[config.mk]
export PLATFORM = sky130hd
export DESIGN_NAME = spline_segment_feeder
export DESIGN_NICKNAME = d
export VERILOG_FILES = /design/src/rtl/spline_segment_feeder_pkg.sv /design/src/rtl/spline_segment_feeder_div.sv /design/src/rtl/spline_segment_feeder.sv
export SDC_FILE = /design/constraint.sdc
export NUM_CORES = 1
export LEC_CHECK = 0
export ABC_CLOCK_PERIOD_IN_PS = 4100
export CORE_MARGIN = 5
export CORE_UTILIZATION = 35
export CTS_BUF_LIST = sky130_fd_sc_hd__clkbuf_16
export CTS_CLUSTER_SIZE = 10
export DETAILED_ROUTE_END_ITERATION = 7
export DONT_BUFFER_PORTS = 1
export GPL_ROUTABILITY_DRIVEN = 1
export PLACE_DENSITY = 0.58
export RECOVER_POWER = 100
export REMOVE_ABC_BUFFERS = 1
export SKIP_LAST_GASP = 1
export SYNTH_ARGS = -nofsm -noshare
export SYNTH_HDL_FRONTEND = slang
export SYNTH_SLANG_ARGS = --single-unit
[constraint.sdc]
create_clock -name CLK -period 4.1 [get_ports CLK]
set_clock_uncertainty 0.2 [all_clocks]
set_input_delay 0.41 -clock CLK [delete_from_list [all_inputs] [get_ports CLK]]
set_output_delay 0.41 -clock CLK [all_outputs]
set_load 0.005 [all_outputs]
[src/rtl/spline_segment_feeder_pkg.sv]
// Shared widths, FSM encoding and slope saturation limits for the spline segment feeder.
package spline_segment_feeder_pkg;

    localparam int PW   = 16;
    localparam int VW   = 20;
    localparam int FRAC = 4;
    localparam int DW   = VW + 1 + FRAC;

    localparam int VMAX_MAG = 2**(VW-1) - 1;
    localparam int VMIN_MAG = 2**(VW-1);
    localparam logic signed [VW-1:0] VMAX = VW'(VMAX_MAG);
    localparam logic signed [VW-1:0] VMIN = VW'(VMIN_MAG);

    typedef enum logic [1:0] {
        IDLE,
        ANCHORED,
        DIVIDE,
        SWEEP
    } state_t;

endpackage

[src/rtl/spline_segment_feeder_div.sv]
// Unsigned restoring divider, one quotient bit per clock, fixed DW-cycle latency.
module seg_slope_div
    import spline_segment_feeder_pkg::*;
(
    input  logic          CLK,
    input  logic          RST_N,
    input  logic          start,
    input  logic [DW-1:0] dividend,
    input  logic [PW-1:0] divisor,
    output logic          busy,
    output logic          done,
    output logic [DW-1:0] quotient
);

    localparam int CW = $clog2(DW + 1);

    logic [PW-1:0] rem;
    logic [PW-1:0] dvs;
    logic [CW-1:0] cnt;
    logic [PW:0]   trial;

    // Dividend bits shift out of the top of the quotient register as quotient bits shift in.
    assign trial = {rem, quotient[DW-1]};

    always_ff @(posedge CLK or negedge RST_N) begin
        if (!RST_N) begin
            rem      <= '0;
            dvs      <= '0;
            cnt      <= '0;
            busy     <= 1'b0;
            done     <= 1'b0;
            quotient <= '0;
        end else begin
            done <= 1'b0;
            if (start) begin
                quotient <= dividend;
                rem      <= '0;
                dvs      <= divisor;
                cnt      <= CW'(DW);
                busy     <= 1'b1;
            end else if (busy) begin
                if (trial >= {1'b0, dvs}) begin
                    rem      <= PW'(trial - {1'b0, dvs});
                    quotient <= {quotient[DW-2:0], 1'b1};
                end else begin
                    rem      <= trial[PW-1:0];
                    quotient <= {quotient[DW-2:0], 1'b0};
                end
                cnt <= cnt - CW'(1);
                if (cnt == CW'(1)) begin
                    busy <= 1'b0;
                    done <= 1'b1;
                end
            end
        end
    end

endmodule

[src/rtl/spline_segment_feeder.sv]
// Builds linear spline segments from consecutive extrema and sweeps x across each one.
module spline_segment_feeder
    import spline_segment_feeder_pkg::*;
(
    input  logic                 CLK,
    input  logic                 RST_N,
    input  logic                 ext_valid,
    output logic                 ext_ready,
    input  logic [PW-1:0]        ext_pos,
    input  logic signed [VW-1:0] ext_val,
    output logic signed [VW-1:0] A,
    output logic signed [VW-1:0] B,
    output logic signed [VW-1:0] C,
    output logic signed [VW-1:0] D,
    output logic [VW-1:0]        P1,
    output logic [VW-1:0]        P2,
    output logic signed [PW-1:0] x,
    output logic                 x_valid,
    output logic                 flat_seg,
    output logic                 seg_done,
    output logic                 follow_start,
    output logic                 err_order
);

    state_t               state;
    logic [PW-1:0]        prev_pos;
    logic [PW-1:0]        end_pos;
    logic [PW-1:0]        x_cnt;
    logic signed [VW-1:0] prev_val;
    logic signed [VW-1:0] end_val;
    logic                 neg;

    logic                 take;
    logic                 seg_start;
    logic signed [VW:0]   dy;
    logic [VW:0]          dy_mag;
    logic [DW-1:0]        dividend;
    logic [PW-1:0]        divisor;
    logic                 div_busy;
    logic                 div_done;
    logic [DW-1:0]        quo;
    logic signed [VW-1:0] slope;

    assign ext_ready = (state == IDLE) || (state == ANCHORED);
    assign take      = ext_valid && ext_ready;
    assign seg_start = take && (state == ANCHORED) && (ext_pos > prev_pos);

    // Divider is launched on the accepting edge itself so B is ready 26 edges later.
    assign dy       = {ext_val[VW-1], ext_val} - {prev_val[VW-1], prev_val};
    assign dy_mag   = dy[VW] ? -dy : dy;
    assign dividend = {dy_mag, {FRAC{1'b0}}};
    assign divisor  = ext_pos - prev_pos;

    assign C = '0;
    assign D = '0;
    assign x = $signed(x_cnt);

    seg_slope_div u_div (
        .CLK      (CLK),
        .RST_N    (RST_N),
        .start    (seg_start),
        .dividend (dividend),
        .divisor  (divisor),
        .busy     (div_busy),
        .done     (div_done),
        .quotient (quo)
    );

    always_comb begin
        slope = '0;
        if (neg)
            slope = (quo > DW'(VMIN_MAG)) ? VMIN : -$signed(quo[VW-1:0]);
        else
            slope = (quo > DW'(VMAX_MAG)) ? VMAX : $signed(quo[VW-1:0]);
    end

    always_ff @(posedge CLK or negedge RST_N) begin
        if (!RST_N) begin
            state        <= IDLE;
            prev_pos     <= '0;
            prev_val     <= '0;
            end_pos      <= '0;
            end_val      <= '0;
            neg          <= 1'b0;
            A            <= '0;
            B            <= '0;
            P1           <= '0;
            P2           <= '0;
            x_cnt        <= '0;
            x_valid      <= 1'b0;
            flat_seg     <= 1'b0;
            seg_done     <= 1'b0;
            follow_start <= 1'b0;
            err_order    <= 1'b0;
        end else begin
            err_order <= 1'b0;
            case (state)
                IDLE: begin
                    if (take) begin
                        prev_pos <= ext_pos;
                        prev_val <= ext_val;
                        state    <= ANCHORED;
                    end
                end
                ANCHORED: begin
                    if (seg_start) begin
                        end_pos <= ext_pos;
                        end_val <= ext_val;
                        neg     <= dy[VW];
                        state   <= DIVIDE;
                    end else if (take) begin
                        err_order <= 1'b1;
                    end
                end
                DIVIDE: begin
                    if (div_done) begin
                        A            <= prev_val;
                        B            <= slope;
                        flat_seg     <= (slope == '0);
                        P1           <= VW'(prev_pos);
                        P2           <= VW'(end_pos);
                        x_cnt        <= prev_pos;
                        x_valid      <= 1'b1;
                        seg_done     <= (end_pos - prev_pos == PW'(1));
                        follow_start <= 1'b1;
                        state        <= SWEEP;
                    end
                end
                SWEEP: begin
                    if (seg_done) begin
                        x_valid  <= 1'b0;
                        seg_done <= 1'b0;
                        prev_pos <= end_pos;
                        prev_val <= end_val;
                        state    <= ANCHORED;
                    end else begin
                        x_cnt    <= x_cnt + PW'(1);
                        seg_done <= (x_cnt + PW'(2) == end_pos);
                    end
                end
                default: state <= IDLE;
            endcase
        end
    end

endmodule

==> impl_metrics.py, run 1 <==
metrics = {
    "status": {
        "status": "finished, violations left",
        "violations": "negative hold slack",
    },
    "setup_path": {
        "crit_family": "simple AND/OR/NAND/NOR gates",
        "r2r_slack_ps": 230,
        "critPathMaxFanout": 9,
        "critical_path.startpoint_type": "flop",
        "reg2reg_from": "u_div.quotient[0]",
        "r2r.worst_path.cells": 12,
        "critPathRequiredTime_ps": 4320,
        "cp.arrival_ps": 4090,
        "crit_path_end_kind": "flop",
        "r2r_end": "flat_seg",
        "worstPathBufferInverterCount": 2,
        "path_cells": "inv_1, ha_1, nand2b_1, or4_1, or4b_2, o21ai_0, clkbuf_1, and2_1, a221o_1, nor4b_1, nand4_1, o31ai_1",
        "critPathKind": "flop to flop",
        "slowest_stage": "or4b_2",
        "crit_start": "u_div.quotient[0]",
        "cpPeakStageDelay_ps": 750,
    },
    "final_layout": {
        "layout_commonest_cell": "nand2_1",
        "design_area_um2": 16230,
        "seqCellArea_um2": 5807,
        "final_cell_mix": "261 x nand2_1, 231 x dfrtp_1, 143 x nor2_1",
        "fillers": 4201,
        "area_delta_synth_final_pct": 9.093,
        "drive_above_1_share": 0.04991,
        "final_util": 0.3860,
        "nets": 1859,
        "multi_input_area_um2": 8224,
        "num_antenna_cells": 0,
    },
    "cts": {
        "cts_hold_buf": 37,
        "clockBufferDepth": 3,
        "clkLatencyLatePin_ps": 550,
        "cts.sinks": 232,
        "cts_tree": "built",
        "h-tree-depth": 1,
        "cts_root_buf": "clkbuf_16",
        "clkTransAtPathRegs_ps": 60,
        "post_cts.repair.setup_buffers": 0,
        "cts_buffers": 27,
    },
    "timing": {
        "post-route-period-util": 0.9429,
        "maxSlewViolCount": 0,
        "max_freq_mhz": 258.7,
        "hold_violations": 232,
        "rsz0062_at_grt": "false",
        "fin_crit_ps": 3866,
        "setup_viol": 0,
        "tns_ps": 0,
        "worstMarginPinSlew_ps": 1462,
        "timing.hold.ws_ps": -630.1,
        "relSlewSlack": 0.02537,
    },
    "synth": {
        "syn_avg_cell_area_um2": 8.564,
        "ys_seq_elements": 232,
        "synth-seq-area-share": 0.3903,
        "ys.flop_type": "dfrtp_1",
        "async_flop_share": 1.000,
        "ys_warn_count": 0,
        "ys_types": 71,
        "synth_enable_flop_cells": 0,
        "netlist_instances": 1737,
        "synth_area_um2": 14880,
    },
    "floorplan": {
        "core_um2": 42040,
        "io_pins": 181,
        "start_util": 0.3538,
        "die_x_um": 216.2,
        "fp.dieH_um": 216.2,
        "die-area_um2": 46730,
        "rows": 75,
    },
    "global_routing": {
        "first_global_vias": 11460,
        "grt_pass1_wl_mm": 66.14,
        "track_usage": 0.1709,
        "grt_max_degree": 233,
        "antenna_found_initial": 0,
        "grt_overflow": 0,
    },
    "worst_hold_path": {
        "hp-class": "input port to async pin",
    },
    "pwr": {
        "p_sw_frac": 0.4648,
        "p_leak_nw": 7.330,
        "power_density_nw_per_um2": 875.5,
        "p_clk_frac": 0.147,
        "peakVddDrop_mv": 0.3647,
        "pwr-share-comb": 0.553,
        "intPower_mw": 7.604,
        "power.net_switching_mw": 6.603,
        "p_total_mw": 14.21,
        "seq_power_share": 0.301,
    },
    "detailed_routing": {
        "drtIter0Drc": 941,
        "wl_per_cell_um": 18.14,
        "highest_layer": "met4",
        "routed_wl_mm": 41.40,
        "routed-wl-met3_mm": 2.759,
        "drc": 0,
        "vias": 12240,
        "routed-wl-met2_mm": 18.31,
        "ant_nets": 0,
        "vias_per_cell": 5.362,
        "first_pass_iters": 6,
        "m1WireLength_mm": 19.64,
    },
    "placement": {
        "dpl-instance-area_um2": 15230,
        "place_congestion": 0.8322,
        "place.detailed.hpwl_mm": 29.04,
        "io_buffers": 0,
    },
    "flow_run": {
        "drv_cap": 0,
    },
}
## Yosys cell counts, drive strengths merged (31+ instances only)
master	number	area (um^2)
o21ai	130	658.1
nor2	143	536.8
nor3	37	185.2
mux2i	52	520.5
ha	78	975.9
a211oi	47	352.8
clkbuf	77	289.0
dfrtp	232	5806
xnor2	44	385.4
buf	54	391.6
nand2	261	982.2
inv	87	326.6
xor2	31	271.5
nor2b	38	237.7
a21oi	129	645.6
## power by group through the flow
stage	Combinational [mW]	Clock [mW]	Sequential (mW)
6_report	7.85	2.09	4.27
5_1_grt	8.84	2.23	4.42
3_3_place_gp	7.61	0	4.28
3_5_place_dp	7.74	0	4.30
2_1_floorplan	6.07	0	3.94
4_1_cts	7.84	2.15	4.27
## registers in the layout, indices dropped and copies added, names as in the netlist, 2 cells and up
signal,flops
u_div.rem,16
prev_pos,16
prev_val,20
u_div.quotient,25
A,20
end_pos,16
end_val,20
state,2
P2,16
x,16
B,20
u_div.dvs,16
P1,16
u_div.cnt,5
## layout make-up
type,count,area share
clock buffers,27,0.04163
clock inverters,7,0.001619
inverters,88,0.02035
multi-input cells,1333,0.5068
flip-flops and latches,232,0.3578
well taps,539,0.04156
repair buffers,56,0.03022
## routing by layer
metal  global-route usage  vias up
met5                    0        -
met4              0.03795        0
met3              0.03210       47
met2               0.2604      320
met1               0.2533     5862
li1                     -     6007
## worst reg2reg max path: stages (launching register included)
cell      delay (ps)
dfrtp_1          480
inv_1            100
ha_1             190
nand2b_1          70
or4_1            540
or4b_2           750
o21ai_0          270
clkbuf_1         370
and2_1           280
a221o_1          210
nor4b_1           60
nand4_1          130
o31ai_1           90
## metrics by stage
step	hold WS [ps]	worst slack, ps	instances
3_3_place_gp	-77.37	399.8	2211
4_1_cts	-657.5	310.5	2282
3_5_place_dp	-75.87	290.6	2211
2_1_floorplan	-85.59	-2249	1653
6_report	-630.1	234.2	2282
5_1_grt	-666.8	72.90	2282
## how the worst max path moves through the flow
stage                          to  depth (start not counted)
5_1_grt                  flat_seg                         12
3_3_place_gp             flat_seg                          9
4_1_cts        u_div.quotient[23]                         12
3_5_place_dp   u_div.quotient[23]                         11
2_1_floorplan   u_div.quotient[5]                         11
6_report                 flat_seg                         12
## logic make-up after synthesis
kind of cell | after synthesis | synth area share
and+or+nand+nor | 608 | 0.1877
AOI/OAI and AO/OA | 445 | 0.1863
DFF | 232 | 0.3903
buffers and inverters | 219 | 0.06796
adders and majority gates | 82 | 0.07099
xor gates and xnor gates | 75 | 0.04416
muxes | 75 | 0.05240
other | 1 | 0.0002521
## timing repair
| item | 4_1_cts | 5_1_grt |
|---|---|---|
| resized for setup | 0 | 1 |
| setup endpoints to repair | 0 | 1 |
| hold endpoints to repair | 306 | 232 |
No activity file was read; power rests on OpenSTA's default activity.
==> inputs of run 2 (changes only) <==
--- a/config.mk
+++ b/config.mk
@@ -5,7 +5,6 @@
 export SDC_FILE = /design/constraint.sdc
 export NUM_CORES = 1
 export LEC_CHECK = 0
-export ABC_CLOCK_PERIOD_IN_PS = 4100
 export CORE_MARGIN = 5
 export CORE_UTILIZATION = 35
 export CTS_BUF_LIST = sky130_fd_sc_hd__clkbuf_16
==> results of run 2 <==
Same layout as run 1: the final DEF is identical, and so are final timing and power.
